==> config.mk <==
export PLATFORM = sky130hd
export DESIGN_NAME = mem_bus_if_flat
export DESIGN_NICKNAME = d
export VERILOG_FILES = /design/src/rtl/mem_bus_if_pkg.sv /design/src/rtl/mem_bus_if_if.sv /design/src/rtl/bus_wait_ctr.sv /design/src/rtl/mem_bus_if.sv /design/src/flat_wrapper.sv
export SDC_FILE = /design/constraint.sdc
export NUM_CORES = 1
export LEC_CHECK = 0
export CORE_ASPECT_RATIO = 1.1
export CORE_MARGIN = 1
export CORE_UTILIZATION = 46
export CTS_BUF_LIST = sky130_fd_sc_hd__clkbuf_16
export DETAILED_ROUTE_END_ITERATION = 8
export PLACE_DENSITY = 0.76
export SLEW_MARGIN = 0
export SYNTH_ARGS = -nofsm -noshare
export SYNTH_HDL_FRONTEND = slang
export SYNTH_SLANG_ARGS = --single-unit
==> constraint.sdc <==
create_clock -name clk -period 2.89 [get_ports clk]
set_clock_uncertainty 0.2 [all_clocks]
set_input_delay 0.4335 -clock clk [delete_from_list [all_inputs] [get_ports clk]]
set_output_delay 0.4335 -clock clk [all_outputs]
set_load 0.03 [all_outputs]
==> src/rtl/mem_bus_if_pkg.sv <==
// Shared types and defaults for the external memory bus controller.
package mem_bus_if_pkg;

   typedef logic [15:0] word_t;

   typedef enum logic [2:0] {
      IDLE   = 3'd0,
      ADDR   = 3'd1,
      ACCESS = 3'd2,
      WAIT   = 3'd3,
      DONE   = 3'd4
   } bus_state_e;

   localparam int WAIT_MIN_DEFAULT = 1;
   localparam int TIMEOUT_DEFAULT  = 15;

endpackage

==> src/rtl/mem_bus_if_if.sv <==
// External memory-side signals: the controller is the master, the memory the slave.
interface mem_bus_if_if;
   import mem_bus_if_pkg::*;

   word_t addr;
   word_t wr_data;
   logic  wr_data_oe;
   logic  n_me;
   logic  n_oe;
   logic  n_we;
   word_t ext_data;
   logic  n_wait;

   modport master (
      output addr, wr_data, wr_data_oe, n_me, n_oe, n_we,
      input  ext_data, n_wait
   );

   modport slave (
      input  addr, wr_data, wr_data_oe, n_me, n_oe, n_we,
      output ext_data, n_wait
   );

endinterface

==> src/rtl/bus_wait_ctr.sv <==
// Saturating 8-bit cycle counter; tc flags the cycle in which the limit-th cycle is running.
module bus_wait_ctr (
   input  logic       clk,
   input  logic       rst_n,
   input  logic       clear,
   input  logic       enable,
   input  logic [7:0] limit,
   output logic       tc
);

   logic [7:0] count;

   // Saturates at 8'hFF so a long wait can never wrap back to a small count.
   always_ff @(posedge clk or negedge rst_n) begin
      if (!rst_n) begin
         count <= 8'h00;
      end else if (clear) begin
         count <= 8'h00;
      end else if (enable && (count != 8'hFF)) begin
         count <= count + 8'h01;
      end
   end

   assign tc = (({1'b0, count} + 9'd1) == {1'b0, limit});

endmodule

==> src/rtl/mem_bus_if.sv <==
// Memory bus controller: sequences one external read or write per request, with wait and timeout.
module mem_bus_if
   import mem_bus_if_pkg::*;
#(
   parameter int WAIT_MIN = WAIT_MIN_DEFAULT,
   parameter int TIMEOUT  = TIMEOUT_DEFAULT
) (
   input  logic           clk,
   input  logic           rst_n,
   input  word_t          sys_bus,
   input  logic           read_req,
   input  logic           write_req,
   output word_t          data_in,
   output logic           stall,
   output logic           done,
   output logic           bus_err,
   mem_bus_if_if.master   mem
);

   localparam logic [2:0] ST_IDLE   = IDLE;
   localparam logic [2:0] ST_ADDR   = ADDR;
   localparam logic [2:0] ST_ACCESS = ACCESS;
   localparam logic [2:0] ST_WAIT   = WAIT;
   localparam logic [2:0] ST_DONE   = DONE;

   logic [2:0] state;
   logic [2:0] state_nx;
   logic       is_write;
   logic       req_ok;
   logic       req_both;
   logic       timed_out;
   logic       leaving_access;
   logic       ctr_clear;
   logic       ctr_en;
   logic       ctr_tc;
   logic [7:0] ctr_limit;

   word_t      addr_q;
   word_t      wr_data_q;
   word_t      data_in_q;
   logic       wr_data_oe_q;
   logic       n_me_q;
   logic       n_oe_q;
   logic       n_we_q;
   logic       bus_err_q;

   assign req_both  = read_req & write_req;
   assign req_ok    = read_req ^ write_req;
   assign ctr_en    = (state == ST_ACCESS) || (state == ST_WAIT);
   assign ctr_limit = (state == ST_ACCESS) ? 8'(WAIT_MIN) : 8'(TIMEOUT);

   bus_wait_ctr u_wait_ctr (
      .clk    (clk),
      .rst_n  (rst_n),
      .clear  (ctr_clear),
      .enable (ctr_en),
      .limit  (ctr_limit),
      .tc     (ctr_tc)
   );

   // The counter is restarted entering ACCESS (minimum hold) and again entering WAIT (timeout).
   always_comb begin
      state_nx  = state;
      ctr_clear = 1'b0;
      timed_out = 1'b0;
      case (state)
         ST_IDLE: begin
            if (req_ok) state_nx = ST_ADDR;
         end
         ST_ADDR: begin
            state_nx  = ST_ACCESS;
            ctr_clear = 1'b1;
         end
         ST_ACCESS: begin
            if (ctr_tc) begin
               if (mem.n_wait) begin
                  state_nx = ST_DONE;
               end else begin
                  state_nx  = ST_WAIT;
                  ctr_clear = 1'b1;
               end
            end
         end
         ST_WAIT: begin
            if (mem.n_wait) begin
               state_nx = ST_DONE;
            end else if (ctr_tc) begin
               state_nx  = ST_DONE;
               timed_out = 1'b1;
            end
         end
         ST_DONE: state_nx = ST_IDLE;
         default: state_nx = ST_IDLE;
      endcase
   end

   assign leaving_access = ((state == ST_ACCESS) || (state == ST_WAIT)) && (state_nx == ST_DONE);

   always_ff @(posedge clk or negedge rst_n) begin
      if (!rst_n) begin
         state        <= ST_IDLE;
         is_write     <= 1'b0;
         addr_q       <= 16'h0000;
         wr_data_q    <= 16'h0000;
         data_in_q    <= 16'h0000;
         wr_data_oe_q <= 1'b0;
         n_me_q       <= 1'b1;
         n_oe_q       <= 1'b1;
         n_we_q       <= 1'b1;
         bus_err_q    <= 1'b0;
      end else begin
         state     <= state_nx;
         bus_err_q <= ((state == ST_IDLE) && req_both) || timed_out;
         if ((state == ST_IDLE) && req_ok) begin
            addr_q   <= sys_bus;
            is_write <= write_req;
         end
         // Strobes go active on the ADDR->ACCESS edge so they are registered for the whole access.
         if (state == ST_ADDR) begin
            n_me_q <= 1'b0;
            n_oe_q <= is_write;
            n_we_q <= ~is_write;
            if (is_write) begin
               wr_data_q    <= sys_bus;
               wr_data_oe_q <= 1'b1;
            end
         end
         if (leaving_access) begin
            n_me_q       <= 1'b1;
            n_oe_q       <= 1'b1;
            n_we_q       <= 1'b1;
            wr_data_oe_q <= 1'b0;
            if (!is_write && !timed_out) data_in_q <= mem.ext_data;
         end
      end
   end

   assign mem.addr       = addr_q;
   assign mem.wr_data    = wr_data_q;
   assign mem.wr_data_oe = wr_data_oe_q;
   assign mem.n_me       = n_me_q;
   assign mem.n_oe       = n_oe_q;
   assign mem.n_we       = n_we_q;

   assign data_in = data_in_q;
   assign bus_err = bus_err_q;
   assign done    = (state == ST_DONE);
   assign stall   = (state == ST_ADDR) || (state == ST_ACCESS) || (state == ST_WAIT);

endmodule

==> src/flat_wrapper.sv <==
// flat-port wrapper written by rule: the top's interface ports become plain ports
module mem_bus_if_flat import mem_bus_if_pkg::*;
#(
   parameter int WAIT_MIN = WAIT_MIN_DEFAULT,
   parameter int TIMEOUT  = TIMEOUT_DEFAULT
)
  (clk, rst_n, sys_bus, read_req, write_req, data_in, stall, done, bus_err, mem_addr, mem_wr_data, mem_wr_data_oe, mem_n_me, mem_n_oe, mem_n_we, mem_ext_data, mem_n_wait);
  mem_bus_if_if mem_i ();
  input  logic clk;
  input  logic rst_n;
  input  word_t sys_bus;
  input  logic read_req;
  input  logic write_req;
  output word_t data_in;
  output logic stall;
  output logic done;
  output logic bus_err;
  output wire logic [$bits(mem_i.addr)-1:0] mem_addr;
  output wire logic [$bits(mem_i.wr_data)-1:0] mem_wr_data;
  output wire logic [$bits(mem_i.wr_data_oe)-1:0] mem_wr_data_oe;
  output wire logic [$bits(mem_i.n_me)-1:0] mem_n_me;
  output wire logic [$bits(mem_i.n_oe)-1:0] mem_n_oe;
  output wire logic [$bits(mem_i.n_we)-1:0] mem_n_we;
  input wire logic [$bits(mem_i.ext_data)-1:0] mem_ext_data;
  input wire logic [$bits(mem_i.n_wait)-1:0] mem_n_wait;
  assign mem_addr = mem_i.addr;
  assign mem_wr_data = mem_i.wr_data;
  assign mem_wr_data_oe = mem_i.wr_data_oe;
  assign mem_n_me = mem_i.n_me;
  assign mem_n_oe = mem_i.n_oe;
  assign mem_n_we = mem_i.n_we;
  assign mem_i.ext_data = mem_ext_data;
  assign mem_i.n_wait = mem_n_wait;
  mem_bus_if #(.WAIT_MIN(WAIT_MIN), .TIMEOUT(TIMEOUT)) u_core (.clk(clk), .rst_n(rst_n), .sys_bus(sys_bus), .read_req(read_req), .write_req(write_req), .data_in(data_in), .stall(stall), .done(done), .bus_err(bus_err), .mem(mem_i));
endmodule
==> results.sh, run 1 <==
export IMPL_synth_area_um2=2790
export IMPL_fill_cells=429
export IMPL_status="finished with violations"
export IMPL_cts_buffers=9
export IMPL_ir_worst_vdd_mv=0.755
export IMPL_grt_setup_unrepaired="no"
export IMPL_viasPerCell=5.04
export IMPL_slew_violations=0
export IMPL_synth_xor_area_share_pct=2.51
export IMPL_synth_fa_ha_area_share_pct=0.897
export IMPL_max_freq_mhz=368
export IMPL_grt_max_degree=35
export IMPL_clockBufferDepth=2
export IMPL_clk_pin_slew_ps=50
export IMPL_drt_iter0_drc=83
export IMPL_syn_inst=200
export IMPL_hold_class="in -> async"
export IMPL_diodes=0
export IMPL_worst_slew_pin_slew_ps=754
export IMPL_dp_hpwl_um=4050
export IMPL_htreeDepth=3
export IMPL_drc_errors=0
export IMPL_synth_top_family_by_area="multiplexers"
export IMPL_leakage_nw=1.76
export IMPL_ys_types=42
export IMPL_dp_cells=367
export IMPL_dominantRegCellSynth="dfrtp_1"
export IMPL_yosysTopAreaCellShare_pct=55.6
export IMPL_cts_root_buf="clkbuf_16"
export IMPL_nets=340
export IMPL_period_minus_slack_ps=2720
export IMPL_synth_edf_count=0
export IMPL_r2r_start="u_core.state[2]"
export IMPL_cp_data_arrival_time_ps=2720
export IMPL_cts_sinks=65
export IMPL_rr_endpoint="u_core.data_in[5]"
export IMPL_ys_warn_count=0
export IMPL_post_cts_setup_buffers=0
export IMPL_port_buffers=91
export IMPL_synth_net_count=239
export IMPL_hold_viol_final=31
export IMPL_synth_most_common_cell="dfrtp_1"
export IMPL_crit_required_ps=2890
export IMPL_rows=29
export IMPL_crit_path_top_delay_cell="or4_1"
export IMPL_crit_type="reg -> reg"
export IMPL_synthArstFlopShare_pct=100
export IMPL_cpPeakStageDelay_ps=470
export IMPL_clkLatencyLatePin_ps=320
export IMPL_fin_crit_sh_pct=94.1
export IMPL_max_slew_margin_rel_pct=49.7
export IMPL_cts_tree="done"
export IMPL_core_area_um2=5810
export IMPL_wirelength_um=5770
export IMPL_ys_top_cells_by_area="dfrtp_1, mux2_2, mux2_4"
export IMPL_ant_nets=0
export IMPL_drv_cap=0
export IMPL_synth_compound_area_share_pct=6.10
export IMPL_synth_largest_area_cell="dfrtp_1"
export IMPL_grt_usage_pct=19.4
export IMPL_synth_seq_cells=65
export IMPL_num_vias=1921
export IMPL_crit_fanout=16
export IMPL_instances_no_fill=381
export IMPL_die_area_um2=6380
export IMPL_power_density_nw_per_um2=1280
export IMPL_firstDrtPassIters=4
export IMPL_hold_slack_ps=-16.5
export IMPL_fin_tns_setup_ps=0
export IMPL_dieWidth_um=76.2
export IMPL_cts_repair_resized=0
export IMPL_drive_above_1_share_pct=25.7
export IMPL_cp_end_kind="flop"
export IMPL_syn2layout_area_growth_pct=46.6
export IMPL_violations="hold timing"
export IMPL_die_y_um=83.7
export IMPL_synthSimpleGateAreaFrac_pct=7.76
export IMPL_r2r_worst_path_cells=7
export IMPL_startpoint_type="flop"
export IMPL_pin_count=92
export IMPL_worstPathCellList="or3b_4, or4_1, a211o_1, a21oi_4, o21ai_4, buf_12, mux2_4"
export IMPL_antenna_found_initial=0
export IMPL_yosys_top_cells_count="dfrtp_1, mux2_2, mux2_4, nor2_1, clkbuf_1"
export IMPL_r2r_slack_ps=170
export IMPL_grt_pass1_vias=1997
export IMPL_synth_seq_area_share_pct=58.5
export IMPL_routabilityCongestion=0.765
export IMPL_syn_area_per_cell_um2=13.9
export IMPL_ctsHoldBuffers=0
export IMPL_synthMuxAreaShare_pct=22.2
export IMPL_gr_total_overflow=0
export IMPL_start_util_pct=48.0
export IMPL_setup_viol_count_final=0
export IMPL_wl_per_cell_um=15.1
export IMPL_grt_first_pass_wirelength_um=9580
==> power breakdown <==
group	internal, mW	total, mW	switching (mW)
registers	1.36	1.62	0.261
clock network	0.561	0.912	0.352
logic	1.30	2.71	1.41
total	3.22	5.24	2.02
==> sequential cells by signal, indices dropped and copies added, names as in the netlist <==
| register | cells |
|---|---|
| u_core.is_write | 1 |
| u_core.mem.n_we | 1 |
| u_core.u_wait_ctr.count | 8 |
| u_core.bus_err | 1 |
| u_core.mem.wr_data_oe | 1 |
| u_core.data_in | 16 |
| u_core.mem.n_me | 1 |
| u_core.state | 3 |
| u_core.mem.addr | 16 |
| u_core.mem.n_oe | 1 |
| u_core.mem.wr_data | 16 |
==> how the worst max path moves through the flow <==
stage / from / end / slack [ps] / cells after the start
6_report: u_core.state[2] / u_core.data_in[5] / 170 / 7
5_1_grt: u_core.u_wait_ctr.count[0] / u_core.data_in[13] / 100 / 8
4_1_cts: u_core.state[2] / u_core.data_in[5] / 170 / 7
3_5_place_dp: u_core.state[2] / u_core.data_in[11] / 180 / 7
3_3_place_gp: u_core.u_wait_ctr.count[0] / u_core.data_in[7] / 230 / 8
2_1_floorplan: u_core.state[2] / u_core.data_in[10] / 250 / 7
==> layout by cell type (no fill, tap or decap), drive strengths merged, types with 3 or more instances in the layout <==
cell type      synthesis  routed
a211oi                 3       3
a21oi                  3       3
and2                   4       4
buf                    2      10
clkbuf                 8       9
clkdlybuf4s50          0      90
clkinv                 0       3
dfrtp                 62      62
dfstp                  3       3
inv                    3       4
mux2                  49      49
mux2i                  3       3
nand2                  6       6
nor2                   9       9
nor3                   4       4
o21ai                  3       3
xnor2                  5       5
xor2                   3       3
==> through the flow <==
stage	setup WS, ps	power, mW	instance area, um^2	util (%)
finish	169	5.24	4090	70.4
floorplan	251	3.27	2790	-
global placement	226	4.30	3840	66.1
detailed placement	177	4.35	3840	66.1
CTS	168	5.29	4090	70.4
global route	97.0	5.51	4090	70.4
==> per-layer routing <==
layer | vias to the layer above | global-route usage [%] | wire [um] | part of all wire (%)
met5 | - | 0 | 0 | 0
met4 | 0 | 9.44 | 89 | 1.5
li1 | 914 | - | - | -
met1 | 952 | 23.8 | 2470 | 43
met2 | 46 | 32.4 | 2910 | 50
met3 | 9 | 4.48 | 302 | 5.2
==> cells by family (layout without fill, tap and decap cells) <==
kind of cell    Yosys count  count (layout)
mux                      52              52
xor+xnor                  8               8
flops                    65              65
compound gates           21              21
simple gates             39              39
buf+inv                  13             117
fa+ha+maj                 2               2
==> worst max-delay path, delay by kind of cell (launching register included) <==
family	cells	cell delay, ps
compound gates	3	620
buf+inv	1	160
flops	1	440
mux	1	300
simple gates	2	880
==> layout make-up <==
type | count | area, um^2 | area share, %
timing repair buffer | 100 | 998 | 24.4
multi-input combinational | 122 | 1100 | 26.9
sequential | 65 | 1630 | 39.9
inverter | 3 | 11.3 | 0.275
clock inverter | 5 | 26.3 | 0.643
clock buffer | 9 | 225 | 5.51
tap | 77 | 96.3 | 2.36
Power figures use the tool's default switching activity.
==> run 2, diff against run 1 <==
--- a/config.mk
+++ b/config.mk
@@ -11,6 +11,7 @@
 export CTS_BUF_LIST = sky130_fd_sc_hd__clkbuf_16
 export DETAILED_ROUTE_END_ITERATION = 8
 export PLACE_DENSITY = 0.76
+export SETUP_SLACK_MARGIN = 0.4
 export SLEW_MARGIN = 0
 export SYNTH_ARGS = -nofsm -noshare
 export SYNTH_HDL_FRONTEND = slang
==> results.sh, run 2 (synthesis results as in run 1) <==
export IMPL_crit_fanout=8
export IMPL_diodes=0
export IMPL_hold_viol_final=30
export IMPL_slew_violations=0
export IMPL_dieWidth_um=76.2
export IMPL_crit_type="reg -> reg"
export IMPL_hold_class="in -> async"
export IMPL_grt_max_degree=34
export IMPL_cts_sinks=65
export IMPL_clk_pin_slew_ps=50
export IMPL_dp_slack_ps=170
export IMPL_core_area_um2=5810
export IMPL_fin_crit_sh_pct=92.7
export IMPL_period_minus_slack_ps=2680
export IMPL_instances_no_fill=390
export IMPL_crit_required_ps=2900
export IMPL_fill_cells=400
export IMPL_design_area_um2=4220
export IMPL_grt_usage_pct=20.9
export IMPL_cp_data_arrival_time_ps=2690
export IMPL_drv_cap=0
export IMPL_final_seq_area_um2=1630
export IMPL_clkLatencyLatePin_ps=330
export IMPL_grt_setup_unrepaired="yes"
export IMPL_wl_per_cell_um=16.2
export IMPL_antenna_found_initial=0
export IMPL_gr_total_overflow=0
export IMPL_cts_tree="done"
export IMPL_worst_slew_pin_slew_ps=751
export IMPL_drt_iter0_drc=98
export IMPL_dp_cells=367
export IMPL_grt_pass1_vias=2062
export IMPL_start_util_pct=48.0
export IMPL_wirelength_um=6330
export IMPL_startpoint_type="flop"
export IMPL_firstDrtPassIters=4
export IMPL_cts_root_buf="clkbuf_16"
export IMPL_cp_end_kind="flop"
export IMPL_drive_above_1_share_pct=28.1
export IMPL_layout_cells_most_common_list="clkdlybuf4s50_1, dfrtp_1, mux2_2"
export IMPL_fin_tns_setup_ps=0
export IMPL_clockBufferDepth=2
export IMPL_rows=29
export IMPL_cts_buffers=9
export IMPL_htreeDepth=3
export IMPL_dp_hpwl_um=4220
export IMPL_ant_nets=0
export IMPL_pin_count=92
export IMPL_leakage_nw=1.85
export IMPL_status="finished with violations"
export IMPL_ir_worst_vdd_mv=0.793
export IMPL_routabilityCongestion=0.795
export IMPL_die_y_um=83.7
export IMPL_setup_viol_count_final=0
export IMPL_multi_input_area_um2=1120
export IMPL_final_common_cell="clkdlybuf4s50_1"
export IMPL_port_buffers=91
export IMPL_drc_errors=0
export IMPL_max_slew_margin_rel_pct=49.9
export IMPL_die_area_um2=6380
export IMPL_violations="hold timing"
export IMPL_nets=348
export IMPL_viasPerCell=5.07
export IMPL_max_freq_mhz=373
export IMPL_syn2layout_area_growth_pct=51.3
export IMPL_num_vias=1976
export IMPL_power_density_nw_per_um2=1300
export IMPL_grt_first_pass_wirelength_um=10100
export IMPL_placed_area_um2=3840
export IMPL_hold_slack_ps=-24.2
export IMPL_final_setup_worst_slack_ps=211
==> run 2: changes by cell type in the layout (fill, tap and decap cells not counted), moves of 2 or more <==
| cell | previous run | this run |
|---|---|---|
| buf_4 | 7 | 14 |
| clkdlybuf4s50_1 | 90 | 88 |
| clkinv_1 | 0 | 2 |
| dlymetal6s2s_1 | 0 | 2 |
==> run 2: critical path, stage by stage, from the launching register on <==
cell	delay, ps
dfrtp_1	380
or3b_4	410
or4_4	480
a211o_1	360
a21oi_4	180
o21ai_4	90
clkbuf_16	180
mux2_4	290
==> run 2: layer usage <==
metal  global-route usage, %  vias up  share of wire, %
li1                        -      937                 -
met1                    24.8      968                41
met2                    35.2       61                52
met3                    5.79       10               5.7
met4                    9.44        0               2.1
met5                       0        -                 0
==> run 2: final timing paths <==
kind                                    start                     to  slack (ps)  cells after the start
min reg2reg                u_core.mem.addr[0]     u_core.mem.addr[0]         300                      1
max in group asynchronous               rst_n        u_core.mem.n_oe        1820                      2
min                                     rst_n  u_core.mem.wr_data[3]         -20                      1
max                           u_core.state[0]      u_core.data_in[8]         210                      7
max reg2reg                   u_core.state[0]      u_core.data_in[8]         210                      7
min in group clk           u_core.mem.addr[0]     u_core.mem.addr[0]         300                      1
==> run 2: metrics by stage <==
step / utilization [%] / total power [mW]
after floorplan: - / 3.27
after CTS: 71.9 / 5.46
after detailed placement: 66.1 / 4.36
after global placement: 66.1 / 4.30
final: 72.7 / 5.50
after global routing: 72.7 / 5.76
==> run 2: final cells by class <==
class                   instances  share of cell area [%]
clock buffers                   9                    5.34
repair buffers                108                    25.6
multi-input cells             122                    26.6
well taps                      77                    2.28
flip-flops and latches         65                    38.6
inverters                       3                   0.267
clock inverters                 6                    1.22
==> run 2: repair_timing <==
action	CTS	global route
pin swaps	1	2
setup buffers	4	3
endpoints found under the setup margin	19	27
hold buffers	0	0
gates resized for setup	2	6
cloned	1	0
==> run 2: power breakdown <==
group / leakage [nW] / total, mW / switching (mW) / internal [mW]
registers: 0.791 / 1.63 / 0.270 / 1.36
logic: 0.915 / 2.86 / 1.47 / 1.39
clock network: 0.141 / 1.01 / 0.363 / 0.649
total: 1.85 / 5.50 / 2.10 / 3.40
